<file path="src/rtl/dmem_arbiter_if.sv">
// Bus bundle between the LSU, the DMA/loader port, the arbiter and dmem.
// Names are from the arbiter's point of view: i_* flow into it, o_* flow out.
`timescale 1ns/1ps
interface dmem_arbiter_if;
  logic        i_lsu_req;
  logic [15:0] i_lsu_addr;
  logic [31:0] i_lsu_wdata;
  logic        i_lsu_we;
  logic [2:0]  i_lsu_ctrl;
  logic        o_lsu_gnt;
  logic        o_lsu_rvalid;
  logic [31:0] o_lsu_rdata;
  logic        o_lsu_err;

  logic        i_dma_req;
  logic [15:0] i_dma_addr;
  logic [31:0] i_dma_wdata;
  logic        i_dma_we;
  logic [2:0]  i_dma_ctrl;
  logic        o_dma_gnt;
  logic        o_dma_rvalid;
  logic [31:0] o_dma_rdata;
  logic        o_dma_err;

  logic [15:0] o_mem_addr;
  logic [31:0] o_mem_st_data;
  logic        o_mem_wren;
  logic [2:0]  o_mem_control;
  logic [31:0] i_mem_rdata;

  modport slave (
    input  i_lsu_req, i_lsu_addr, i_lsu_wdata, i_lsu_we, i_lsu_ctrl,
    output o_lsu_gnt, o_lsu_rvalid, o_lsu_rdata, o_lsu_err,
    input  i_dma_req, i_dma_addr, i_dma_wdata, i_dma_we, i_dma_ctrl,
    output o_dma_gnt, o_dma_rvalid, o_dma_rdata, o_dma_err,
    output o_mem_addr, o_mem_st_data, o_mem_wren, o_mem_control,
    input  i_mem_rdata
  );

  modport master (
    output i_lsu_req, i_lsu_addr, i_lsu_wdata, i_lsu_we, i_lsu_ctrl,
    input  o_lsu_gnt, o_lsu_rvalid, o_lsu_rdata, o_lsu_err,
    output i_dma_req, i_dma_addr, i_dma_wdata, i_dma_we, i_dma_ctrl,
    input  o_dma_gnt, o_dma_rvalid, o_dma_rdata, o_dma_err,
    input  o_mem_addr, o_mem_st_data, o_mem_wren, o_mem_control,
    output i_mem_rdata
  );
endinterface

</file>
<file path="src/rtl/dmem_arbiter.sv">
// Two-port dmem arbiter: LSU has fixed priority, DMA is forced through after
// STARVE_MAX lost cycles. Responses return one cycle after the grant.
`timescale 1ns/1ps
module dmem_arbiter #(
  parameter int STARVE_MAX = 4,
  parameter int MEM_SIZE   = 1024
) (
  input  logic i_clk,
  input  logic i_rst_n,
  dmem_arbiter_if.slave bus
);

  logic [7:0]  r_wait_cnt;
  logic        w_force_dma;
  logic        w_dma_gnt;
  logic        w_lsu_gnt;
  logic [15:0] w_addr_p0;
  logic [31:0] w_wdata_p0;
  logic        w_we_p0;
  logic [2:0]  w_ctrl_p0;

  logic        r_lsu_vld_p1;
  logic [31:0] r_lsu_rdata_p1;
  logic        r_lsu_err_p1;
  logic        r_dma_vld_p1;
  logic [31:0] r_dma_rdata_p1;
  logic        r_dma_err_p1;

  function automatic logic [7:0] sat_inc(input logic [7:0] v);
    if (v >= 8'(STARVE_MAX)) return 8'(STARVE_MAX);
    return v + 8'd1;
  endfunction

  function automatic logic [2:0] acc_bytes(input logic [1:0] size);
    case (size)
      2'b00:   return 3'd1;
      2'b01:   return 3'd2;
      default: return 3'd4;
    endcase
  endfunction

  // Last byte touched by the access must lie inside dmem.
  function automatic logic range_err(input logic [15:0] addr, input logic [1:0] size);
    logic [31:0] last;
    last = {16'b0, addr} + {29'b0, acc_bytes(size)} - 32'd1;
    return last >= 32'(MEM_SIZE);
  endfunction

  // ---- p0: grant and memory mux (combinational) ----
  always_comb begin
    w_force_dma = 1'b0;
    w_dma_gnt   = 1'b0;
    w_lsu_gnt   = 1'b0;
    w_addr_p0   = bus.i_lsu_addr;
    w_wdata_p0  = bus.i_lsu_wdata;
    w_we_p0     = bus.i_lsu_we;
    w_ctrl_p0   = bus.i_lsu_ctrl;
    if (i_rst_n) begin
      w_force_dma = bus.i_dma_req && (r_wait_cnt == 8'(STARVE_MAX));
      w_dma_gnt   = bus.i_dma_req && (w_force_dma || !bus.i_lsu_req);
      w_lsu_gnt   = bus.i_lsu_req && !w_dma_gnt;
    end
    if (w_dma_gnt) begin
      w_addr_p0  = bus.i_dma_addr;
      w_wdata_p0 = bus.i_dma_wdata;
      w_we_p0    = bus.i_dma_we;
      w_ctrl_p0  = bus.i_dma_ctrl;
    end
  end

  assign bus.o_lsu_gnt     = w_lsu_gnt;
  assign bus.o_dma_gnt     = w_dma_gnt;
  assign bus.o_mem_addr    = w_addr_p0;
  assign bus.o_mem_st_data = w_wdata_p0;
  assign bus.o_mem_control = w_ctrl_p0;
  assign bus.o_mem_wren    = w_we_p0 && (w_lsu_gnt || w_dma_gnt);

  // Counter clears whenever DMA is idle or served, so a dropped request never
  // carries stale credit into its next attempt.
  always_ff @(posedge i_clk) begin
    if (!i_rst_n || w_dma_gnt || !bus.i_dma_req) r_wait_cnt <= 8'd0;
    else                                         r_wait_cnt <= sat_inc(r_wait_cnt);
  end

  // ---- p1: registered responses ----
  always_ff @(posedge i_clk) begin
    if (!i_rst_n) begin
      r_lsu_vld_p1   <= 1'b0;
      r_lsu_rdata_p1 <= 32'h0;
      r_lsu_err_p1   <= 1'b0;
      r_dma_vld_p1   <= 1'b0;
      r_dma_rdata_p1 <= 32'h0;
      r_dma_err_p1   <= 1'b0;
    end else begin
      r_lsu_vld_p1 <= w_lsu_gnt;
      r_dma_vld_p1 <= w_dma_gnt;
      if (w_lsu_gnt) begin
        r_lsu_rdata_p1 <= bus.i_lsu_we ? 32'h0 : bus.i_mem_rdata;
        r_lsu_err_p1   <= range_err(bus.i_lsu_addr, bus.i_lsu_ctrl[1:0]);
      end
      if (w_dma_gnt) begin
        r_dma_rdata_p1 <= bus.i_dma_we ? 32'h0 : bus.i_mem_rdata;
        r_dma_err_p1   <= range_err(bus.i_dma_addr, bus.i_dma_ctrl[1:0]);
      end
    end
  end

  assign bus.o_lsu_rvalid = r_lsu_vld_p1;
  assign bus.o_lsu_rdata  = r_lsu_rdata_p1;
  assign bus.o_lsu_err    = r_lsu_err_p1;
  assign bus.o_dma_rvalid = r_dma_vld_p1;
  assign bus.o_dma_rdata  = r_dma_rdata_p1;
  assign bus.o_dma_err    = r_dma_err_p1;

endmodule
</file>
<file path="src/flat_wrapper.sv">
// flat-port wrapper written by rule: the top's interface ports become plain ports
module dmem_arbiter_flat 
#(
  parameter int STARVE_MAX = 4,
  parameter int MEM_SIZE   = 1024
)
  (i_clk, i_rst_n, bus_i_lsu_req, bus_i_lsu_addr, bus_i_lsu_wdata, bus_i_lsu_we, bus_i_lsu_ctrl, bus_o_lsu_gnt, bus_o_lsu_rvalid, bus_o_lsu_rdata, bus_o_lsu_err, bus_i_dma_req, bus_i_dma_addr, bus_i_dma_wdata, bus_i_dma_we, bus_i_dma_ctrl, bus_o_dma_gnt, bus_o_dma_rvalid, bus_o_dma_rdata, bus_o_dma_err, bus_o_mem_addr, bus_o_mem_st_data, bus_o_mem_wren, bus_o_mem_control, bus_i_mem_rdata);
  dmem_arbiter_if bus_i ();
  input  logic i_clk;
  input  logic i_rst_n;
  input wire logic [$bits(bus_i.i_lsu_req)-1:0] bus_i_lsu_req;
  input wire logic [$bits(bus_i.i_lsu_addr)-1:0] bus_i_lsu_addr;
  input wire logic [$bits(bus_i.i_lsu_wdata)-1:0] bus_i_lsu_wdata;
  input wire logic [$bits(bus_i.i_lsu_we)-1:0] bus_i_lsu_we;
  input wire logic [$bits(bus_i.i_lsu_ctrl)-1:0] bus_i_lsu_ctrl;
  output wire logic [$bits(bus_i.o_lsu_gnt)-1:0] bus_o_lsu_gnt;
  output wire logic [$bits(bus_i.o_lsu_rvalid)-1:0] bus_o_lsu_rvalid;
  output wire logic [$bits(bus_i.o_lsu_rdata)-1:0] bus_o_lsu_rdata;
  output wire logic [$bits(bus_i.o_lsu_err)-1:0] bus_o_lsu_err;
  input wire logic [$bits(bus_i.i_dma_req)-1:0] bus_i_dma_req;
  input wire logic [$bits(bus_i.i_dma_addr)-1:0] bus_i_dma_addr;
  input wire logic [$bits(bus_i.i_dma_wdata)-1:0] bus_i_dma_wdata;
  input wire logic [$bits(bus_i.i_dma_we)-1:0] bus_i_dma_we;
  input wire logic [$bits(bus_i.i_dma_ctrl)-1:0] bus_i_dma_ctrl;
  output wire logic [$bits(bus_i.o_dma_gnt)-1:0] bus_o_dma_gnt;
  output wire logic [$bits(bus_i.o_dma_rvalid)-1:0] bus_o_dma_rvalid;
  output wire logic [$bits(bus_i.o_dma_rdata)-1:0] bus_o_dma_rdata;
  output wire logic [$bits(bus_i.o_dma_err)-1:0] bus_o_dma_err;
  output wire logic [$bits(bus_i.o_mem_addr)-1:0] bus_o_mem_addr;
  output wire logic [$bits(bus_i.o_mem_st_data)-1:0] bus_o_mem_st_data;
  output wire logic [$bits(bus_i.o_mem_wren)-1:0] bus_o_mem_wren;
  output wire logic [$bits(bus_i.o_mem_control)-1:0] bus_o_mem_control;
  input wire logic [$bits(bus_i.i_mem_rdata)-1:0] bus_i_mem_rdata;
  assign bus_i.i_lsu_req = bus_i_lsu_req;
  assign bus_i.i_lsu_addr = bus_i_lsu_addr;
  assign bus_i.i_lsu_wdata = bus_i_lsu_wdata;
  assign bus_i.i_lsu_we = bus_i_lsu_we;
  assign bus_i.i_lsu_ctrl = bus_i_lsu_ctrl;
  assign bus_o_lsu_gnt = bus_i.o_lsu_gnt;
  assign bus_o_lsu_rvalid = bus_i.o_lsu_rvalid;
  assign bus_o_lsu_rdata = bus_i.o_lsu_rdata;
  assign bus_o_lsu_err = bus_i.o_lsu_err;
  assign bus_i.i_dma_req = bus_i_dma_req;
  assign bus_i.i_dma_addr = bus_i_dma_addr;
  assign bus_i.i_dma_wdata = bus_i_dma_wdata;
  assign bus_i.i_dma_we = bus_i_dma_we;
  assign bus_i.i_dma_ctrl = bus_i_dma_ctrl;
  assign bus_o_dma_gnt = bus_i.o_dma_gnt;
  assign bus_o_dma_rvalid = bus_i.o_dma_rvalid;
  assign bus_o_dma_rdata = bus_i.o_dma_rdata;
  assign bus_o_dma_err = bus_i.o_dma_err;
  assign bus_o_mem_addr = bus_i.o_mem_addr;
  assign bus_o_mem_st_data = bus_i.o_mem_st_data;
  assign bus_o_mem_wren = bus_i.o_mem_wren;
  assign bus_o_mem_control = bus_i.o_mem_control;
  assign bus_i.i_mem_rdata = bus_i_mem_rdata;
  dmem_arbiter #(.STARVE_MAX(STARVE_MAX), .MEM_SIZE(MEM_SIZE)) u_core (.i_clk(i_clk), .i_rst_n(i_rst_n), .bus(bus_i));
endmodule
</file>
<file path="config.mk">
export PLATFORM = sky130hd
export DESIGN_NAME = dmem_arbiter_flat
export DESIGN_NICKNAME = d
export VERILOG_FILES = /design/src/rtl/dmem_arbiter_if.sv /design/src/rtl/dmem_arbiter.sv /design/src/flat_wrapper.sv
export SDC_FILE = /design/constraint.sdc
export NUM_CORES = 1
export LEC_CHECK = 0
export CORE_MARGIN = 1
export CORE_UTILIZATION = 34
export CTS_CLUSTER_SIZE = 20
export DETAILED_ROUTE_END_ITERATION = 16
export GPL_TIMING_DRIVEN = 0
export PLACE_DENSITY = 0.78
export SLEW_MARGIN = 20
export SYNTH_ARGS = -nofsm -noshare
export SYNTH_HDL_FRONTEND = slang
export SYNTH_SLANG_ARGS = --single-unit
</file>
<file path="constraint.sdc">
create_clock -name i_clk -period 2.4 [get_ports i_clk]
set_input_delay 0.36 -clock i_clk [delete_from_list [all_inputs] [get_ports i_clk]]
set_output_delay 0.36 -clock i_clk [all_outputs]
set_load 0.005 [all_outputs]
</file>
==> impl_metrics.env <==
export IMPL_run_status="finished with violations"
export IMPL_violations="setup timing"
export IMPL_dr_first_iter_drc_count=243
export IMPL_p_leak_nw=3.35
export IMPL_dp_slack_ns=-1.19
export IMPL_netlist_instances=549
export IMPL_postRouteAntennaNets=0
export IMPL_comb_power_share_pct=25.7
export IMPL_htreeDepth=3
export IMPL_critPathArrivalTime_ns=2.19
export IMPL_synth_edf_count=0
export IMPL_cp_start_kind="flop"
export IMPL_syn_to_final_growth_pct=94.5
export IMPL_cpMaxStageDelayCell="dfxtp_2"
export IMPL_finalCritPeriodShare_pct=106
export IMPL_wirelength_um=17500
export IMPL_required_ns=2.04
export IMPL_die_h_um=113
export IMPL_utilization_pct=67.6
export IMPL_instances_no_fill=1024
export IMPL_synth_distinct_cells=57
export IMPL_pwr_density_cell_nw_per_um2=466
export IMPL_finalSetupViolCount=45
export IMPL_setup_tns_final_ns=-3.62
export IMPL_clkLatencyLatePin_ns=0.33
export IMPL_finalNetCount=1022
export IMPL_overflow=0
export IMPL_hp_class="reg2reg"
export IMPL_synth_area_um2=4180
export IMPL_fmax_mhz=393
export IMPL_start_util_pct=34.8
export IMPL_max_slew_worst_pin_slew_ns=0.506
export IMPL_power_mw=3.78
export IMPL_p_sw_mw=0.980
export IMPL_cts_made_buffers=9
export IMPL_path_class="reg2out"
export IMPL_vias_per_cell=5.12
export IMPL_fin_worst_skew_ns=0.00629
export IMPL_grt_usage_pct=27.1
export IMPL_fp_row_count=40
export IMPL_hpwl_um=13100
export IMPL_yosysSeqAreaShare_pct=36.4
export IMPL_finalHoldViolCount=0
export IMPL_clock_power_share_pct=39.3
export IMPL_ys_warn_count=0
export IMPL_grt_antenna_before_repair=0
export IMPL_cts_clk_slew_worst_paths_ns=0.06
export IMPL_cts_sinks=76
export IMPL_slowest_delay_ns=0.34
export IMPL_io_buffers=260
export IMPL_fin_ws_ns=-0.146
export IMPL_syn_area_per_cell_um2=7.61
export IMPL_vias=5238
export IMPL_die_w_um=113
export IMPL_path_cells="inv_2 > ha_4 > and3_4 > a31oi_4 > nand2b_4 > clkbuf_16 > buf_8 > clkbuf_16 > buf_8 > nand2_4 > nand2_2 > buf_2"
export IMPL_cts_tree="built"
export IMPL_dp_cells=960
export IMPL_io_pins=262
export IMPL_num_antenna_cells=0
export IMPL_grt_pass1_wl_um=26800
export IMPL_slew_viol_final=0
export IMPL_cts_buffer_depth=2
export IMPL_cts_root_buffer="clkbuf_16"
export IMPL_post_route_cells_drive_above_1_share_pct=25.7
export IMPL_drv_cap=0
export IMPL_power_frac_seq_pct=35.0
export IMPL_intPower_mw=2.80
export IMPL_grt_max_degree=15
export IMPL_vdd_drop_max_uv=273
export IMPL_min_period_ns=2.55
export IMPL_dieArea_um2=12700
export IMPL_relSlewSlack_pct=65.4
export IMPL_grt_pass1_vias=5256
export IMPL_ys_ff_latch=76
export IMPL_critPathMaxFanout=5
export IMPL_drc=0
export IMPL_async_reset_ff_share_pct=0
export IMPL_holdBufCountCts=0
export IMPL_rsz0062_at_grt="yes"
export IMPL_gp_congestion=0.859
export IMPL_worstSetupEndpointType="output port"
export IMPL_wl_per_cell_um=17.1
export IMPL_drt_pass1_iterations=5
export IMPL_ys_flop_type="dfxtp_1"
export IMPL_switching_share_pct=25.9
export IMPL_core_area_um2=12000
path summary, 6_finish.rpt:
path	from	to	slack [ns]	cells after the start
max	u_core.r_wait_cnt[1]$_SDFF_PP0_	bus_o_mem_addr[5]	-0.15	12
min	u_core.bus.o_lsu_rdata[11]$_SDFFE_PN0P_	u_core.bus.o_lsu_rdata[11]$_SDFFE_PN0P_	0.45	2
max reg2reg	u_core.r_wait_cnt[0]$_SDFF_PP0_	u_core.bus.o_dma_err$_SDFFE_PN0P_	0.09	14
min reg2reg	u_core.bus.o_lsu_rdata[11]$_SDFFE_PN0P_	u_core.bus.o_lsu_rdata[11]$_SDFFE_PN0P_	0.45	2
logic make-up after synthesis:
kind of cell / after synthesis / share of synthesized area, %
AO/OA/AOI/OAI: 104 / 18.9
XOR/XNOR: 6 / 1.44
adder cells (fa/ha/maj): 10 / 3.36
buffers and inverters: 45 / 4.23
flip-flops: 76 / 36.4
multiplexers: 3 / 0.719
other: 1 / 0.0898
AND/OR/NAND/NOR: 304 / 34.8
per-stage QoR:
| step | instance area (um^2) | hold WS, ns |
|---|---|---|
| floorplan | 4190 | 0.430 |
| global placement | 6980 | 0.438 |
| detailed placement | 6980 | 0.443 |
| CTS | 7850 | 0.452 |
| global route | 8120 | 0.468 |
| finish | 8120 | 0.450 |
per-layer routing:
| metal | global-route usage, % | routed length, um | vias to the layer above |
|---|---|---|---|
| met5 | 0 | 0 | - |
| met4 | 12.8 | 640 | 0 |
| met3 | 6.32 | 1330 | 34 |
| met2 | 50.9 | 9080 | 224 |
| met1 | 28.4 | 6490 | 2460 |
| li1 | - | - | 2520 |
synthesized netlist by cell type, types with 3 or more instances:
cell / count / area, um^2
a21boi_0: 5 / 37.5
a31oi_1: 3 / 18.8
xnor2_1: 3 / 26.3
o21ai_0: 8 / 40.0
inv_1: 10 / 37.5
mux2i_1: 3 / 30.0
a21oi_1: 16 / 80.1
a21boi_1: 27 / 203
nand2b_1: 4 / 25.0
nor2_1: 21 / 78.8
nor2b_1: 12 / 75.1
nand4_1: 4 / 25.0
nor4_1: 3 / 18.8
and2_1: 3 / 18.8
dfxtp_1: 76 / 1520
a22o_1: 24 / 210
and3_1: 3 / 18.8
ha_1: 8 / 100
a211oi_1: 3 / 22.5
buf_2: 6 / 30.0
nand3b_1: 33 / 248
clkbuf_1: 25 / 93.8
nand2_1: 182 / 683
nor3_1: 13 / 65.1
nand3_1: 6 / 30.0
nor3b_1: 9 / 67.6
power groups by stage:
stage                     clock, mW  sequential (mW)  combinational (mW)
after floorplan                   0             1.35               0.282
after global placement            0             1.35               0.829
after detailed placement          0             1.35               0.844
after CTS                      1.51             1.32               0.909
after global routing           1.55             1.33                1.04
final                          1.49             1.32               0.971
worst max-delay path, delay by kind of cell (launching register included):
kind / cells / cell delay [ns]
buffers and inverters: 6 / 0.64
AOI/OAI and AO/OA: 1 / 0.21
DFF: 1 / 0.34
and+or+nand+nor: 4 / 0.50
adders and majority gates: 1 / 0.14
state kept, by name, summed over array words and instances (netlist names):
signal / flops
u_core.bus.o_dma_err: 1
u_core.bus.o_dma_rdata: 32
u_core.bus.o_dma_rvalid: 1
u_core.bus.o_lsu_err: 1
u_core.bus.o_lsu_rdata: 32
u_core.bus.o_lsu_rvalid: 1
u_core.r_wait_cnt: 8
area by class of cell:
type,count,area [um^2]
fillers,966,3890
multi-input cells,432,2860
flip-flops and latches,76,1520
well taps,147,184
clock buffers,10,239
repair buffers,310,2870
plain buffers,31,294
clock inverters,6,95.1
inverters,12,52.6
repair_timing:
item | 4_1_cts | 5_1_grt
pin swaps | 26 | 51
hold endpoints to repair | 0 | 0
gates cloned | 5 | 1
gates resized for setup | 315 | 84
setup buffers | 38 | 12
endpoints found under the setup margin | 64 | 64
cells in the final DEF (no fill, tap or decap), drive strengths merged, types with 4 or more instances in the layout:
master and n:
clkdlybuf4s50 198, nand2 182, buf 105, dfxtp 76, clkbuf 40, nand3b 33
a21boi 32, a22o 24, nor2 21, a21oi 17, inv 14, nor3 13
nor2b 12, o21ai 10, nor3b 9, ha 8, nand3 7, dlygate4sd2 6
conb 5, nand4 4, nand2b 4, a211oi 4, nor4 4
Note: power is estimated with default switching activity, not from simulation.
==> patch: new RTL, same flow settings <==
Make the reset (`i_rst_n`) asynchronous in one clocked block.
--- a/src/rtl/dmem_arbiter.sv
+++ b/src/rtl/dmem_arbiter.sv
@@ -83,7 +83,7 @@
   end
 
   // ---- p1: registered responses ----
-  always_ff @(posedge i_clk) begin
+  always_ff @(posedge i_clk or negedge i_rst_n) begin
     if (!i_rst_n) begin
       r_lsu_vld_p1   <= 1'b0;
       r_lsu_rdata_p1 <= 32'h0;
Function: differs if i_rst_n is asserted again (counterexample within 4 cycles, from zero or initial values and one cycle with i_rst_n low); with i_rst_n held inactive, the same outputs for 10 cycles.
==> patch against the original RTL <==
- the flow still finishes with violations (setup timing)
- sequential power up 13%
- global-route usage up 0.46 points
- synthesized area up 4.1%
- critical path depth down 2
- core utilization up 0.091 points
- wire length up 2.1%
- setup slack better by 0.14 ns
- clock skew up 0.00074 ns
- total power up 8.8%
- worst hold slack worse by 0.41 ns
- final area up 1.8%
- sequential cell count unchanged
==> patch: results (changes against the original RTL) <==
* DR iter-0 viols at 402 (+65%)
* Setup TNS at -0.01366 ns (+3.610 ns)
* Routability congestion estimate at 0.9328 (+8.6%)
* Post-route setup slack at -0.008544 ns (+0.1370 ns)
* Fill cells at 1080 (+12%)
* Reg2reg end: u_core.bus.o_dma_rdata[2]
* Largest net degree at the start of global routing at 41 (+26)
* Diodes inserted at 0 (unchanged)
* Reg2reg setup slack at 0.13 ns (+0.04 ns)
* Number of global-route vias before repair at 5330 (+1.4%)
* First-pass GRT wire length at 27.70 mm (+3.3%)
* Max-slew headroom at 63.39% (-2.0 points)
* Worst-case hold slack at 0.04346 ns (-0.4070 ns)
* DP Area at 7208 µm² (+3.3%)
* Pre-CTS WS at -1.243 ns (-0.05137 ns)
* Met3 wire len at 1.267 mm (-4.4%)
* Routed WL per cell at 16.44 µm (-4.0%)
* Hold Crit Class: primary input to asynchronous set/reset pin
* Commonest cells post-synth: 285 x nand2_1, 72 x o21ai_0, 68 x dfrtp_1
* WL met2 at 8.598 mm (-5.3%)
* Synth Area in XOR/XNOR at 1.612% (+0.17 points)
* Complex-gate fraction of the synthesized area at 13.88% (-5.0 points)
* Pleak at 0.003851 µW (+15%)
* P_sw at 1088 µW (+11%)
* CTS buffer count at 9 (unchanged)
* Synthesized-area fraction occupied by adder cells at 3.225% (-0.13 points)
* Largest family of logic cells by synthesized area: simple AND/OR/NAND/NOR gates
* Synth top area cells: dfrtp_1 39%, nand2_1 25%, o21ai_0 8.3%
* Clock latency on the worst-skew pair at ~0.34 ns
* GRT met1 Usage at 34.82% (+6.5 points)
* Worst r2r src: u_core.r_wait_cnt[3]
* Met3 usage at 7.222% (+0.90 points)
* Asr flop ratio synth at 89.47% (+89 points)
* CP arrival at 2.05 ns (-0.14 ns)
* Slowest-stage cell, CP: dfxtp_2
* Mux contribution to synthesized area at 0.9502% (+0.23 points)
* Placed cells at 1026 (+6.9%)
* Via count at 5404 (+3.2%)
* Share of cells above drive strength 1 at 22.80% (-2.9 points)
* Synthesis Warnings at 0 (unchanged)
* IO buf count at 261 (+0.38%)
* Avg Inst Size Synth at 7.340 µm² (-3.5%)
* Total Routing Usage GR at 27.54% (+0.46 points)
* Setup violations, final at 2 (-96%)
* Reg2reg path depth at 10 (-4)
* Post-synthesis cell type count at 52 (-8.8%)
* Met2 Use GR at 44.46% (-6.4 points)
* Failing checks: setup timing
* DRT met1 WL at 7.397 mm (+14%)
* Main synth FF type: dfrtp_1
* Clock Tree Buf Depth at 2 (unchanged)
* Register area share after synthesis at 42.84% (+6.4 points)
* CP max stage delay at 0.32 ns (-0.02 ns)
* Post-DR vias/cell at 4.962 (-3.0%)
* Initial antenna violation count at 0 (unchanged)
* Root Buffer: clkbuf_16
* Status: finished, violations left
* Worst vdd ir at 0.3634 mV (+33%)
* DP Wirelength at 12.71 mm (-2.7%)
* Fin Clk Skew at 0.007033 ns (+0.0007410 ns)
[patch: cell types whose count changed after synthesis, sizes merged, moves of 10 or more]
cell,unedited run,this run
a21oi,17,4
a21boi,32,0
nand2,182,285
o21ai,10,72
nand3b,33,1
a22o,24,0
dfxtp,76,8
nor2b,12,2
dfrtp,0,68
[patch: how the worst max path moves through the flow]
stage                    startpoint                    end  cells after the start
2_1_floorplan     bus_i_lsu_ctrl[1]   u_core.bus.o_lsu_err                      9
3_3_place_gp                i_rst_n     bus_o_mem_addr[10]                      9
3_5_place_dp          bus_i_lsu_req     bus_o_mem_addr[10]                     10
4_1_cts        u_core.r_wait_cnt[0]  bus_o_mem_st_data[23]                     13
5_1_grt        u_core.r_wait_cnt[3]  bus_o_mem_st_data[12]                     10
6_report       u_core.r_wait_cnt[3]  bus_o_mem_st_data[12]                     10
[patch: cell type report]
class / count / area (µm²) / area share (%)
Timing Repair Buffer: 314 / 2993 / 36.21
Clock inverter: 4 / 73.82 / 0.8931
Inverter: 11 / 43.79 / 0.5298
Tap cell: 168 / 210.2 / 2.543
Multi-Input combinational cell: 475 / 2590 / 31.34
Clock buffer: 12 / 236.5 / 2.861
Buffer: 29 / 251.5 / 3.043
Sequential cell: 76 / 1867 / 22.59
[patch: power by group through the flow]
| stage | clock [µW] | combinational, µW | sequential (µW) |
|---|---|---|---|
| final | 1410 | 1210 | 1490 |
| after global routing | 1500 | 1320 | 1500 |
| after CTS | 1440 | 1190 | 1490 |
| after detailed placement | 0 | 1110 | 1500 |
| after global placement | 0 | 1090 | 1500 |
| after floorplan | 0 | 315 | 1510 |
[patch: timing repair]
action,4_1_cts,5_1_grt
hold endpoints to repair,28,0
pin swaps,24,39
resized for setup,288,75
hold buffers,3,0
buffers inserted,40,7
cloned,6,0
endpoints found under the setup margin,67,56
